[src/rtl/uart_tx_if.sv]
// Shared serial-link interface between uart_tx and uart_rx.
// The producer side drives data/valid; the transmitter drives ready/sig.
interface uart_if #(
    parameter int unsigned DATA_WIDTH = 8
);
    logic [DATA_WIDTH-1:0] data;
    logic                  valid;
    logic                  ready;
    logic                  sig;

    modport tx (input data, input valid, output ready, output sig);
    modport rx (output data, output valid, input ready, input sig);
endinterface

[src/rtl/uart_tx.sv]
// UART transmitter: start bit, DATA_WIDTH data bits LSB first, one stop bit.
// A one-word holding buffer lets frames run back-to-back with no idle gap.
module uart_tx #(
    parameter int unsigned DATA_WIDTH = 8,
    parameter int unsigned BAUD_RATE  = 9600,
    parameter int unsigned CLK_FREQ   = 100_000_000
) (
    input logic clk,
    input logic rstn,
    uart_if.tx  txif
);
    localparam int unsigned PulseWidth = CLK_FREQ / BAUD_RATE;
    localparam int unsigned BaudW      = (PulseWidth > 1) ? $clog2(PulseWidth) : 1;
    localparam int unsigned BitW       = $clog2(DATA_WIDTH + 1);
    localparam logic [BaudW-1:0] BaudLast = BaudW'(PulseWidth - 1);
    localparam logic [BitW-1:0]  BitLast  = BitW'(DATA_WIDTH - 1);

    typedef enum logic [1:0] {StIdle, StStart, StData, StStop} state_e;

    state_e                state_q, state_d;
    logic [BaudW-1:0]      baud_q, baud_d;
    logic [BitW-1:0]       bit_q, bit_d;
    logic [DATA_WIDTH-1:0] shift_q, shift_d;
    logic [DATA_WIDTH-1:0] buf_q, buf_d;
    logic                  buf_full_q, buf_full_d;
    logic                  sig_q, sig_d;
    logic                  ready_q, ready_d;

    logic xfer;
    logic baud_last;
    logic load_direct;

    assign xfer      = txif.valid && ready_q;
    assign baud_last = (baud_q == BaudLast);

    always_ff @(posedge clk or negedge rstn) begin
        if (!rstn) begin
            state_q    <= StIdle;
            baud_q     <= '0;
            bit_q      <= '0;
            shift_q    <= '0;
            buf_q      <= '0;
            buf_full_q <= 1'b0;
            sig_q      <= 1'b1;
            ready_q    <= 1'b0;
        end else begin
            state_q    <= state_d;
            baud_q     <= baud_d;
            bit_q      <= bit_d;
            shift_q    <= shift_d;
            buf_q      <= buf_d;
            buf_full_q <= buf_full_d;
            sig_q      <= sig_d;
            ready_q    <= ready_d;
        end
    end

    always_comb begin
        state_d     = state_q;
        baud_d      = baud_q;
        bit_d       = bit_q;
        shift_d     = shift_q;
        buf_d       = buf_q;
        buf_full_d  = buf_full_q;
        load_direct = 1'b0;

        unique case (state_q)
            StIdle: begin
                baud_d = '0;
                bit_d  = '0;
                if (xfer) begin
                    shift_d     = txif.data;
                    load_direct = 1'b1;
                    state_d     = StStart;
                end
            end
            StStart: begin
                if (baud_last) begin
                    baud_d  = '0;
                    bit_d   = '0;
                    state_d = StData;
                end else begin
                    baud_d = baud_q + BaudW'(1);
                end
            end
            StData: begin
                if (baud_last) begin
                    baud_d  = '0;
                    shift_d = shift_q >> 1;
                    if (bit_q == BitLast) begin
                        bit_d   = '0;
                        state_d = StStop;
                    end else begin
                        bit_d = bit_q + BitW'(1);
                    end
                end else begin
                    baud_d = baud_q + BaudW'(1);
                end
            end
            StStop: begin
                if (baud_last) begin
                    baud_d = '0;
                    // A buffered word always wins; ready is low then, so xfer cannot collide.
                    if (buf_full_q) begin
                        shift_d    = buf_q;
                        buf_full_d = 1'b0;
                        state_d    = StStart;
                    end else if (xfer) begin
                        shift_d     = txif.data;
                        load_direct = 1'b1;
                        state_d     = StStart;
                    end else begin
                        state_d = StIdle;
                    end
                end else begin
                    baud_d = baud_q + BaudW'(1);
                end
            end
            default: state_d = StIdle;
        endcase

        if (xfer && !load_direct) begin
            buf_d      = txif.data;
            buf_full_d = 1'b1;
        end
    end

    // Outputs are registered from next-state values so sig tracks the FSM with no lag.
    always_comb begin
        ready_d = !buf_full_d;
        unique case (state_d)
            StStart: sig_d = 1'b0;
            StData:  sig_d = shift_d[0];
            default: sig_d = 1'b1;
        endcase
    end

    assign txif.ready = ready_q;
    assign txif.sig   = sig_q;

endmodule

[src/flat_wrapper.sv]
// flat-port wrapper written by rule: the top's interface ports become plain ports
module uart_tx_flat 
#(
    parameter int unsigned DATA_WIDTH = 8,
    parameter int unsigned BAUD_RATE  = 9600,
    parameter int unsigned CLK_FREQ   = 100_000_000
)
  (clk, rstn, txif_data, txif_valid, txif_ready, txif_sig);
  uart_if #(.DATA_WIDTH(DATA_WIDTH)) txif_i ();
  input logic clk;
  input logic rstn;
  input wire logic [$bits(txif_i.data)-1:0] txif_data;
  input wire logic [$bits(txif_i.valid)-1:0] txif_valid;
  output wire logic [$bits(txif_i.ready)-1:0] txif_ready;
  output wire logic [$bits(txif_i.sig)-1:0] txif_sig;
  assign txif_i.data = txif_data;
  assign txif_i.valid = txif_valid;
  assign txif_ready = txif_i.ready;
  assign txif_sig = txif_i.sig;
  uart_tx #(.DATA_WIDTH(DATA_WIDTH), .BAUD_RATE(BAUD_RATE), .CLK_FREQ(CLK_FREQ)) u_core (.clk(clk), .rstn(rstn), .txif(txif_i));
endmodule
[config.mk]
export PLATFORM = sky130hd
export DESIGN_NAME = uart_tx_flat
export DESIGN_NICKNAME = d
export VERILOG_FILES = /design/src/rtl/uart_tx_if.sv /design/src/rtl/uart_tx.sv /design/src/flat_wrapper.sv
export SDC_FILE = /design/constraint.sdc
export NUM_CORES = 1
export LEC_CHECK = 0
export ABC_CLOCK_PERIOD_IN_PS = 2490
export CAP_MARGIN = 20
export CELL_PAD_IN_SITES_DETAIL_PLACEMENT = 2
export CELL_PAD_IN_SITES_GLOBAL_PLACEMENT = 2
export CORE_MARGIN = 3
export CORE_UTILIZATION = 39
export DETAILED_ROUTE_END_ITERATION = 8
export PLACE_DENSITY_LB_ADDON = 0.25
export SYNTH_ARGS = -nofsm -noshare
export SYNTH_HDL_FRONTEND = slang
export SYNTH_SLANG_ARGS = --single-unit
export TNS_END_PERCENT = 1
[constraint.sdc]
create_clock -name clk -period 2.49 [get_ports clk]
set_clock_uncertainty 0.2 [all_clocks]
set_input_delay 0.498 -clock clk [delete_from_list [all_inputs] [get_ports clk]]
set_output_delay 0.498 -clock clk [all_outputs]
set_load 0.02 [all_outputs]
=== Word level (Yosys, flattened, before mapping) ===
Index checks and enable logic that the tools add are counted.

* Memories: 0
* Memory bits (read-only): 0
* Bits in latches: 0
* Bits in writable memories: 0
* Logic and storage cells: 58
* Register bits after elaboration: 39

* Reductions and logical operators: 10
* Equal/unequal tests: 10
* Multiply operators: 0
* Shifts and indexed selects: 0
* $lt $le $gt $ge: 0
* Multiplexer cells: 27
* Add/subtract/negate cells: 2
* Bitwise operators: 0
* Div/mod/pow operators: 0

{| class="wikitable"
|+ Operators by type and width
! kind !! number
|-
| 8-bit 2-to-1 mux || 4
|-
| 14-bit one-hot mux with 2 select lines || 1
|-
| 8-bit one-hot mux with 3 select lines || 1
|-
| 14-bit by 1-bit adder with 14-bit output (second input constant) || 1
|-
| 14-bit == test (second input constant) || 1
|-
| 14-bit 2-to-1 mux || 1
|-
| 2-bit 2-to-1 mux || 6
|-
| 4-bit 2-to-1 mux || 3
|-
| 4-bit one-hot mux with 3 select lines || 1
|-
| 2-bit one-hot mux with 4 select lines || 1
|-
| 1-bit 2-to-1 mux || 7
|-
| 2-bit == test (second input constant) || 3
|-
| 2-bit by 1-bit != test with 1-bit output (second input constant) || 3
|-
| 3-bit AND reduction || 2
|-
| 3-bit nonzero test || 2
|-
| 4-bit by 1-bit adder with 4-bit output (second input constant) || 1
|-
| 2-bit by 1-bit == test with 1-bit output (second input constant) || 2
|-
| 4-bit by 3-bit == test with 1-bit output (second input constant) || 1
|-
| 1-bit one-hot mux with 2 select lines || 2
|-
| 3-bit OR reduction || 1
|-
| 1-bit logical AND || 2
|-
| 1-bit logical NOT || 2
|-
| 2-bit logical NOT || 1
|}

=== Depth between registers and ports, before layout ===
Gate-level depths: netlist (run 1).

* Word-level depth: 9
* Mapped depth: 9
* Gate-level depth less buffers: 8

=== Least setup slack after synthesis (run 1) ===
Ideal clock, no wire load.

* Path kind: flip-flop to flip-flop
* From: register u_core.baud_q[0]
* To: register u_core.buf_q[0]
* Stages on the path, launching flop included: 8
* Arrival time: 1.866 ns
* Path slack: 0.299 ns
* Data required time: 2.165 ns
* Cell sequence: dfrtp_1 -> ha_1 -> and4_2 -> and4_1 -> buf_6 -> a31oi_4 -> o21ai_4 -> mux2_2

* Word-level cells in the longest chain between the ends: 5

{| class="wikitable"
|+ RTL lines
! item !! line !! source
|-
| start, declared || uart_tx.sv:21 || <nowiki>logic [BaudW-1:0] baud_q, baud_d;</nowiki>
|-
| start signal, assigned || uart_tx.sv:48 || <nowiki>baud_q <= baud_d;</nowiki>
|-
| 14-bit == test || uart_tx.sv:34 || <nowiki>assign baud_last = (baud_q == BaudLast);</nowiki>
|-
| 1-bit 2-to-1 mux || uart_tx.sv:101 || <nowiki>if (baud_last) begin</nowiki>
|-
| 1-bit one-hot mux with 2 select lines || uart_tx.sv:67 || <nowiki>unique case (state_q)</nowiki>
|-
| 1-bit logical NOT || uart_tx.sv:122 || <nowiki>if (xfer && !load_direct) begin</nowiki>
|-
| 1-bit logical AND || uart_tx.sv:122 ||
|-
| end signal, assigned || uart_tx.sv:51 || <nowiki>buf_q <= buf_d;</nowiki>
|-
| end, declared || uart_tx.sv:24 || <nowiki>logic [DATA_WIDTH-1:0] buf_q, buf_d;</nowiki>
|}

No other way between the ends.
A chain may end at the register's enable or synchronous reset.

=== Worst setup path after layout (run 1) ===
* From: register u_core.baud_q[0]
* To: register u_core.sig_q, in the netlist u_core.txif.sig

* Word-level cells in the longest chain between the ends: 5
* Elaborated cells between the ends (all ways): 11
* Those cells by class: eq/ne (3); mux (8)

{| class="wikitable"
|+ RTL lines
! item !! line !! source
|-
| 14-bit == test (*) || uart_tx.sv:34 ||
|-
| 2-bit 2-to-1 mux, on equally long branches || uart_tx.sv:101, uart_tx.sv:87, uart_tx.sv:78 ||
|-
| 2-bit one-hot mux with 4 select lines || uart_tx.sv:67 ||
|-
| 2-bit == test / 2-bit by 1-bit == test with 1-bit output (equally long branches) || uart_tx.sv:131 || <nowiki>unique case (state_d)</nowiki>
|-
| 1-bit one-hot mux with 2 select lines (*) || uart_tx.sv:131 ||
|-
| via u_core.sig_d || uart_tx.sv:26 || <nowiki>logic sig_q, sig_d;</nowiki>
|-
| end signal, assigned || uart_tx.sv:53 || <nowiki>sig_q <= sig_d;</nowiki>
|-
| end, declared || uart_tx.sv:26 ||
|}

The timed path passes the listed nets; every way through them passes the cells marked *. The select of a mux whose other input is x is not followed.

==> impl_metrics.ini, run 1 <==
[status]
status = finished clean

[worst_setup_path]
crit_fanout = 5
r2r-end = u_core.txif.sig$_DFF_PN1_
cp_top_family = simple AND/OR/NAND/NOR gates
endpoint_kind = flop
regToRegSetupSlack_ns = 0.11
cp_cell_sequence = ha_1 -> and4_2 -> nand4b_1 -> or3b_1 -> a22oi_1 -> nor2_1 -> mux2i_1
ff2ff_path_depth = 7
start_kind = flop
crit_type = flop to flop
max_stage_delay_ns = 0.48
r2r_start = u_core.baud_q[0]$_DFF_PN0_
path_buf_inv = 0
worst_path_max_delay_cell = or3b_1
arrival_ns = 2.40
cp_data_required_time_ns = 2.51

[power]
powerDensity_nw_per_um2 = 505
p_leak_nw = 1.11
peakVddDrop_mv = 0.254
power.total_w = 0.00130

[placed_design]
place.gp.congestion = 0.820
dp.cells = 291
post-place-ws_ns = 0.0256
io_buffers = 12
dp_hpwl_um = 4200

[synthesis]
ys_ff_latch = 39
synth_edf_count = 0
synthesis.instances = 207
yosysSeqAreaShare_pct = 45.1
ys.flop_type = dfrtp_1
ys.warnings.count = 0
ys_async_sr_fraction_pct = 100
synthDistinctLibCells = 49
syn_area_per_cell_um2 = 10.5
syn-num-nets = 227
netlist_area_um2 = 2160

[clocking]
clock_latency_ns = 0.30
clockBufferDepth = 2
numCtsBuffers = 5
cts_tree = done
root_buffer = clkbuf_8
htree_levels = 2
cts.sinks = 39
clk_pin_slew_worst_paths_ns = 0.08

[layout]
syn_to_final_growth_pct = 19.0
layout-drive-gt1-share_pct = 17.2
final_cells = 302
nets = 251
antennaDiodeCount = 0

[die]
rows = 26
dieHeight_um = 80.5
ios = 13
core_area_um2 = 5240
die_w_um = 80.5
dieArea_um2 = 6480
start_util_pct = 41.3

[run]
cap_violations = 0

[global_route]
grt_pass1_wl_um = 10400
track_usage_pct = 21.4
antenna_found_initial = 0
grt_max_degree = 40
gr-total-overflow = 0
grt_pass1_vias = 2062

[hold_path]
worst_hold_path_type = flop to flop
worstHoldEndpoint = u_core.baud_q[0]$_DFF_PN0_
worstHoldStart = u_core.baud_q[0]$_DFF_PN0_
min_path_cells = 1

[sta]
final-setup-viol-count = 0
rsz0062_at_grt = true
slew_violations = 0
worst_pin_slew_ns = 0.446
setup_slack_ns = 0.113
slew_headroom_pct = 70.3
fmax_ghz = 0.421
finalHoldViolCount = 0
fin_crit_sh_pct = 95.5
fin_crit_ns = 2.38

[route]
drt_iter0_drc = 36
ant_nets = 0
drt-vias-per-instance = 5.77
dr.pass1.iters = 4
routedWlPerCell_um = 20.4
drt_wl_total_um = 6170
vias = 1744
drc = 0
repair_timing:
action	in CTS	in global routing
hold buffers	1	0
setup buffers	2	0
gates cloned	0	0
endpoints found under the setup margin	8	9
resized for setup	0	3
pin swaps	1	0
endpoints found under the hold margin	38	0
metrics by stage:
step | TNS (ns) | cell area [um^2] | utilization, % | hold slack, ns
6_report | 0 | 2580 | 49.2 | 0.307
3_5_place_dp | 0 | 2400 | 45.7 | 0.285
3_3_place_gp | 0 | 2400 | 45.7 | 0.269
4_1_cts | 0 | 2570 | 49.0 | 0.317
2_1_floorplan | 0 | 2160 | - | 0.00241
5_1_grt | -0.00501 | 2580 | 49.2 | 0.341
final cells by class:
type,instances,area [um^2]
clock buffers,6,72.6
clock inverters,2,60.1
fillers,542,2660
inverters,8,30.0
multi-input cells,153,1120
flip-flops and latches,39,977
well taps,70,87.6
repair buffers,24,233
cells in the mapped netlist, types with 2 or more instances:
library cell  number  share of area (%)
mux2i_1            8                3.7
nor3_1             3               0.69
inv_1              8                1.4
xnor2_1            2               0.81
a31oi_1            2               0.58
a22oi_1            7                2.4
nand2_1           15                2.6
nand4_1            4                1.2
buf_6              2                1.0
o21ai_0            9                2.1
xor2_1             8                3.2
ha_1               9                5.2
a21oi_1            5                1.2
mux2_2             8                4.2
a21o_1             4                1.4
nand3_1            6                1.4
clkbuf_1           3               0.52
and2_2             2               0.69
a22o_1             8                3.2
o22ai_1            7                2.0
nor3b_1            2               0.69
nor2_1            20                3.5
dfrtp_1           38                 44
or3_1              2               0.58
worst reg2reg max path, cell delays in order (launching register included):
cell and delay (ns):
dfrtp_1 0.40, ha_1 0.23, and4_2 0.31, nand4b_1 0.11, or3b_1 0.48, a22oi_1 0.32, nor2_1 0.10, mux2i_1 0.16
how the worst max path moves through the flow:
stage / startpoint / end / slack, ns / depth (start not counted)
finish: u_core.baud_q[0]$_DFF_PN0_ / u_core.txif.sig$_DFF_PN1_ / 0.11 / 7
global route: u_core.baud_q[0]$_DFF_PN0_ / u_core.shift_q[4]$_DFFE_PN0P_ / -0.003 / 8
CTS: u_core.baud_q[0]$_DFF_PN0_ / u_core.buf_q[6]$_DFFE_PN0P_ / 0.02 / 7
detailed placement: u_core.baud_q[0]$_DFF_PN0_ / u_core.buf_q[0]$_DFFE_PN0P_ / 0.03 / 6
global placement: u_core.baud_q[0]$_DFF_PN0_ / u_core.buf_q[3]$_DFFE_PN0P_ / 0.16 / 6
floorplan: u_core.baud_q[0]$_DFF_PN0_ / u_core.buf_q[0]$_DFFE_PN0P_ / 0.30 / 7
layer usage:
layer,up-vias,GRT usage [%],wire length (um)
li1,803,-,-
met2,33,36.7,3250
met3,17,4.82,192
met1,891,25.1,2560
met4,0,9.97,166
met5,-,0,0
kinds of logic after synthesis:
logic type	after synthesis	share of synthesized area, %
compound gates	51	17.5
xor+xnor	10	4.05
fa+ha+maj	9	5.20
buf+inv	15	3.76
flops	39	45.1
mux	16	7.86
simple gates	67	16.5
cells in the final DEF (no fill, tap or decap), types with 3 or more instances in the layout:
master / instances
a21oi_1: 5
clkdlybuf4s50_1: 11
buf_4: 9
ha_1: 9
nor2_1: 20
nand3_1: 6
a22oi_1: 7
inv_1: 8
o22ai_1: 7
a22o_1: 8
dfrtp_1: 38
mux2_2: 8
clkbuf_8: 5
xor2_1: 8
mux2i_1: 8
nand2_1: 15
nor3_1: 3
a21o_1: 4
o21ai_0: 9
nand4_1: 4
registers in the layout (all words and copies together), names as in the netlist:
signal and flops:
u_core.buf_full_q 1, u_core.state_q 2, u_core.txif.ready 1, u_core.baud_q 14, u_core.buf_q 8, u_core.shift_q 8
u_core.txif.sig 1, u_core.bit_q 4
power breakdown:
group | switching (W) | internal, W
logic | 0.0000179 | 0.0000177
clock network | 0.000233 | 0.000401
registers | 0 | 0.000633
No activity file was read; power rests on OpenSTA's default activity.
==> run 2, diff against run 1 <==
GPL_ROUTABILITY_DRIVEN = 0   (was unset)
==> results of run 2 <==
Same layout as run 1: the final DEF is identical, and so are final timing and power.
